[src/rtl/bm_sym_pkg.sv]
// bm_sym_pkg -- shared symbol codes and FSM state encoding for the
// bit-mapped symbol decoder.
// Optional feature macro: PAR_CHECK_EN (adds the PARITY state).
package bm_sym_pkg;

  localparam logic [1:0] SYM_START = 2'b11;
  localparam logic [1:0] SYM_STOP  = 2'b00;

`ifdef PAR_CHECK_EN
  typedef enum logic [1:0] {
    ST_IDLE   = 2'd0,
    ST_DATA   = 2'd1,
    ST_PARITY = 2'd2,
    ST_STOP   = 2'd3
  } state_e;
`else
  typedef enum logic [1:0] {
    ST_IDLE = 2'd0,
    ST_DATA = 2'd1,
    ST_STOP = 2'd3
  } state_e;
`endif

  // Even parity of a data byte (XOR of all bits).
  function automatic logic even_par(input logic [7:0] b);
    return ^b;
  endfunction

endpackage

[src/rtl/bm_sym_hold.sv]
// bm_sym_hold -- single-entry output holding register with ready/valid.
// Ports:
//   clock, reset_n    : clock, async active-low reset
//   commit_i          : a completed byte is offered this cycle
//   commit_data_i     : the completed byte
//   ready_i           : downstream consumes data_o this cycle
//   data_o / valid_o  : held byte and its valid flag
//   overflow_o        : sticky, a committed byte was dropped
module bm_sym_hold
  import bm_sym_pkg::*;
#(
  parameter int W = 8
) (
  input  logic         clock,
  input  logic         reset_n,
  input  logic         commit_i,
  input  logic [W-1:0] commit_data_i,
  input  logic         ready_i,
  output logic [W-1:0] data_o,
  output logic         valid_o,
  output logic         overflow_o
);

  logic [W-1:0] data_q, data_d;
  logic         valid_q, valid_d;
  logic         ovf_q, ovf_d;

  // The slot is free when empty or being drained this very cycle.
  logic slot_free;
  assign slot_free = !valid_q || ready_i;

  always_comb begin
    data_d  = data_q;
    valid_d = valid_q;
    ovf_d   = ovf_q;
    if (commit_i) begin
      if (slot_free) begin
        data_d  = commit_data_i;
        valid_d = 1'b1;
      end else begin
        // Full and not draining: keep the old byte, drop the new one.
        ovf_d = 1'b1;
      end
    end else if (valid_q && ready_i) begin
      valid_d = 1'b0;
    end
  end

  always_ff @(posedge clock or negedge reset_n) begin
    if (!reset_n) begin
      data_q  <= '0;
      valid_q <= 1'b0;
      ovf_q   <= 1'b0;
    end else begin
      data_q  <= data_d;
      valid_q <= valid_d;
      ovf_q   <= ovf_d;
    end
  end

  assign data_o     = data_q;
  assign valid_o    = valid_q;
  assign overflow_o = ovf_q;

endmodule

[src/rtl/bm_sym_decoder.sv]
// bm_sym_decoder -- decodes framed 2-bit symbol streams into bytes.
// Frame: START(11), DATA_SYMS data symbols MSB-first, [parity], STOP(00).
// Optional feature macro: PAR_CHECK_EN -- one parity symbol after the data
// whose LSB is the even parity of the byte.
// Ports:
//   clock, reset_n         : clock, async active-low reset
//   sym_in, sym_valid      : incoming symbol and its qualifier
//   data_ready             : downstream accepts data_out
//   data_out, data_valid   : decoded byte and its valid flag
//   frame_err              : one-cycle pulse on stop/parity error
//   overflow               : sticky, a completed byte was dropped
//   in_frame               : FSM is not idle
module bm_sym_decoder
  import bm_sym_pkg::*;
#(
  parameter int SYM_BITS  = 2,
  parameter int DATA_SYMS = 4
) (
  input  logic                clock,
  input  logic                reset_n,
  input  logic [SYM_BITS-1:0] sym_in,
  input  logic                sym_valid,
  input  logic                data_ready,
  output logic [7:0]          data_out,
  output logic                data_valid,
  output logic                frame_err,
  output logic                overflow,
  output logic                in_frame
);

  localparam int BYTE_W = DATA_SYMS * SYM_BITS;
  localparam int CNT_W  = $clog2(DATA_SYMS + 1);
  localparam logic [CNT_W-1:0] LAST_SYM = CNT_W'(DATA_SYMS - 1);

  state_e              state_q, state_d;
  logic [CNT_W-1:0]    cnt_q, cnt_d;
  logic [BYTE_W-1:0]   shift_q, shift_d;
  logic                ferr_q, ferr_d;
  logic                commit;

  always_comb begin
    state_d = state_q;
    cnt_d   = cnt_q;
    shift_d = shift_q;
    ferr_d  = 1'b0;
    commit  = 1'b0;
    if (sym_valid) begin
      case (state_q)
        ST_IDLE: begin
          if (sym_in == SYM_START) begin
            state_d = ST_DATA;
            cnt_d   = '0;
            shift_d = '0;
          end
        end
        ST_DATA: begin
          // START inside DATA is just data; the counter stops at DATA_SYMS.
          shift_d = {shift_q[BYTE_W-SYM_BITS-1:0], sym_in};
          cnt_d   = cnt_q + CNT_W'(1);
          if (cnt_q == LAST_SYM) begin
`ifdef PAR_CHECK_EN
            state_d = ST_PARITY;
`else
            state_d = ST_STOP;
`endif
          end
        end
`ifdef PAR_CHECK_EN
        ST_PARITY: begin
          if (sym_in[0] != even_par(shift_q)) begin
            ferr_d  = 1'b1;
            state_d = ST_IDLE;
          end else begin
            state_d = ST_STOP;
          end
        end
`endif
        ST_STOP: begin
          state_d = ST_IDLE;
          if (sym_in == SYM_STOP) commit = 1'b1;
          else                    ferr_d = 1'b1;
        end
        default: state_d = ST_IDLE;
      endcase
    end
  end

  always_ff @(posedge clock or negedge reset_n) begin
    if (!reset_n) begin
      state_q <= ST_IDLE;
      cnt_q   <= '0;
      shift_q <= '0;
      ferr_q  <= 1'b0;
    end else begin
      state_q <= state_d;
      cnt_q   <= cnt_d;
      shift_q <= shift_d;
      ferr_q  <= ferr_d;
    end
  end

  bm_sym_hold #(.W(BYTE_W)) u_hold (
    .clock         (clock),
    .reset_n       (reset_n),
    .commit_i      (commit),
    .commit_data_i (shift_q),
    .ready_i       (data_ready),
    .data_o        (data_out),
    .valid_o       (data_valid),
    .overflow_o    (overflow)
  );

  assign frame_err = ferr_q;
  assign in_frame  = (state_q != ST_IDLE);

endmodule
[config.mk]
export PLATFORM = sky130hd
export DESIGN_NAME = bm_sym_decoder
export DESIGN_NICKNAME = d
export VERILOG_FILES = /design/src/rtl/bm_sym_pkg.sv /design/src/rtl/bm_sym_hold.sv /design/src/rtl/bm_sym_decoder.sv
export SDC_FILE = /design/constraint.sdc
export NUM_CORES = 1
export LEC_CHECK = 0
export ABC_AREA = 1
export BUFFER_PORTS_ARGS = -buffer_cell sky130_fd_sc_hd__buf_4
export CORE_AREA = 3 3 81 45
export DETAILED_ROUTE_END_ITERATION = 10
export DIE_AREA = 0 0 84 48
export PLACE_DENSITY = 0.53
export SKIP_LAST_GASP = 1
export SLEW_MARGIN = 10
export SYNTH_ARGS = -nofsm -noshare
export SYNTH_HDL_FRONTEND = slang
export SYNTH_SLANG_ARGS = --single-unit
[constraint.sdc]
create_clock -name clock -period 1.8 [get_ports clock]
set_input_delay 0.27 -clock clock [delete_from_list [all_inputs] [get_ports clock]]
set_output_delay 0.27 -clock clock [all_outputs]
set_load 0.05 [all_outputs]
==> impl_metrics.csv <==
group,metric,value,unit
timing,hold_slack,0.198,ns
timing,worstMarginPinSlew,0.378,ns
timing,fin_ws,0.471,ns
placed_design,port_buffers,17,
synthesis,synth_area,1020,um2
detailed_routing,antenna_left,0,
clocking,cts_buffer_depth,2,
global_route,antenna_found_initial,0,
timing,fin_crit,1.33,ns
synthesis,synth_top_cell_by_area,"dfrtp_1",
timing,timing.fmax,752,MHz
placed_design,hpwl,1.30,mm
synthesis,ys_types,13,
floorplanning,rows,14,
synthesis,synth_edf_count,0,
detailed_routing,num_vias,757,
critical_path,criticalPathCategory,"flip-flop to primary output",
floorplanning,start_util,34.5,%
layout,layout-drive-gt1-share,18.2,%
floorplanning,coreArea,2960,um2
critical_path,endpoint_kind,"primary output",
critical_path,timing.rr.start,"u_hold.valid_o",
timing,rsz0062_at_grt,"no",
layout,syn2layout_area_growth,23.4,%
critical_path,critPathTopFamily,"flip-flops",
timing,relSlewSlack,74.7,%
layout,diodes,0,
synthesis,synth_mux_area_share,0,%
synthesis,synth_area_leaders,"dfrtp_1, nand2_1, nand3_1, inv_1, ha_1",
critical_path,cp.required,1.53,ns
global_route,grt_usage,9.85,%
floorplanning,io_pins,18,
clocking,cts_root_buffer,"clkbuf_8",
synthesis,synth-simple-area-share,31.5,%
timing,skew,0.00415,ns
global_route,grt_overflow,0,
layout,layout.cell_area.non_filler,1260,um2
critical_path,crit_slowest_cell,"dfrtp_1",
critical_path,critPathMaxStageDelay,0.44,ns
synthesis,synth_seq_cells,24,
synthesis,synth_top_area_share,58.8,%
clocking,cts_sinks,24,
floorplanning,die_w,84,um
timing,tns,0,ns
clocking,clk-insertion-delay-late,0.26,ns
global_route,grt_pass1_vias,678,
critical_path,cp_num_buf_inv,2,
run,maxCapViolCount,0,
placed_design,dp_slack,0.576,ns
critical_path,crit_start,"state_q[1]",
synthesis,ys_seq_area_share,58.8,%
clocking,clkTransAtPathRegs,0.08,ns
clocking,cts_buffers,3,
synthesis,synth-main-ff-cell,"dfrtp_1",
timing,finalHoldViolCount,0,
synthesis,synth_top_family_by_area,"simple AND/OR/NAND/NOR gates",
detailed_routing,drc,0,
synthesis,yosysMostFrequentCell,"nand2_1",
critical_path,path_cells,"inv_1 -> nand2_1 -> buf_4",
layout,multiInputGateArea,359,um2
floorplanning,die_h,48,um
critical_path,critPathMaxFanout,6,
clocking,post_cts_buffers,0,
clocking,htreeDepth,1,
worst_hold_path,hp-start,"sym_valid",
synthesis,netlist_instances,117,
power,powerDensity,1280,nW/um2
power,leakage,0.720,nW
synthesis,syn_area_per_cell,8.73,um2
synthesis,syn-num-nets,125,
synthesis,synth_commonest_cells,"nand2_1, dfrtp_1, nand3_1",
critical_path,crit_arrival,1.06,ns
timing,drv_slew,0,
run_status,status,"finished, final reports clean",
worst_hold_path,hp-class,"input port to flip-flop",
detailed_routing,drt-total-wl,1.79,mm
synthesis,ys_async_sr_fraction,100,%
global_route,grt_pass1_wl,3.06,mm
synthesis,synth_xor_area_share,0,%
detailed_routing,first_iter_violations,59,
critical_path,cp-start-kind,"flip-flop",
power,max-vdd-ir-drop,0.000402,V
synthesis,synth_compound_area_share,1.23,%
detailed_routing,post_drt_wl_per_cell,10.1,um
clocking,cts_tree,"done",
timing,setup_violations,0,
layout,regArea,601,um2
floorplanning,dieArea,4030,um2
layout,final_core_util,42.6,%
placed_design,gp_congestion,0.789,
layout,fin_nets,146,
timing,timing.final.crit_share,73.9,%
detailed_routing,drtPass1Iterations,4,
detailed_routing,via_per_inst,4.28,
placed_design,dpl_cell_area,1180,um2
layout,fillers,291,
global_route,grt_start_max_net_pins,25,
synthesis,yosys.area_share.adder,2.45,%
synthesis,ys_warn_count,0,
placed cells by master (no fill, tap or decap), drive strengths merged, types with 2 or more instances in the layout:
| cell type | count |
|---|---|
| buf | 18 |
| clkbuf | 3 |
| dfrtp | 24 |
| ha | 2 |
| inv | 9 |
| nand2 | 60 |
| nand3 | 11 |
| nor2 | 5 |
worst paths after layout:
check,end,slack [ns],depth (start not counted)
max reg2reg,u_hold.data_o[0],0.60,4
max,in_frame,0.47,3
min reg2reg,u_hold.data_o[3],0.48,2
max in group asynchronous,state_q[1],1.13,2
min in group asynchronous,u_hold.data_o[7],0.43,2
min,state_q[0],0.20,2
per-stage QoR:
step	cells	power, mW
floorplan	117	1.06
CTS	177	1.64
global route	177	1.72
detailed placement	172	1.17
finish	177	1.62
global placement	172	1.16
layout make-up:
cell class,count,area share [%]
timing repair buffer,19,11.5
multi-input combinational,81,28.5
tap,40,3.97
sequential,24,47.7
inverter,9,2.68
clock buffer,3,3.28
clock inverter,1,2.38
kinds of logic after synthesis:
kind of cell | after synthesis
buffers and inverters | 12
and+or+nand+nor | 77
DFF | 24
AOI/OAI and AO/OA | 2
adders and majority gates | 2
sequential cells by signal, indices dropped and copies added (netlist names):
name               cells
shift_q                8
u_hold.data_o          8
cnt_q                  3
state_q                2
frame_err              1
u_hold.overflow_o      1
u_hold.valid_o         1
power breakdown:
part           leakage, nW  total, mW  internal [mW]  switching [mW]
logic                0.361      0.386          0.132           0.254
registers            0.323      0.768          0.672          0.0957
clock network       0.0357      0.463          0.297           0.166
total                0.720       1.62           1.10           0.516
per-layer routing:
layer	part of all wire [%]	up-vias	track usage, %
met4	1.1	0	3.85
met2	42	12	15.8
met5	0	-	0
met1	52	343	12.6
li1	-	397	-
met3	5.0	5	3.61
timing repair:
action / CTS / global route
hold buffers: 1 / 0
resized for setup: 0 / 0
hold endpoints to repair: 24 / 0
setup endpoints to repair: 0 / 0
(Power assumes the default switching activity.)
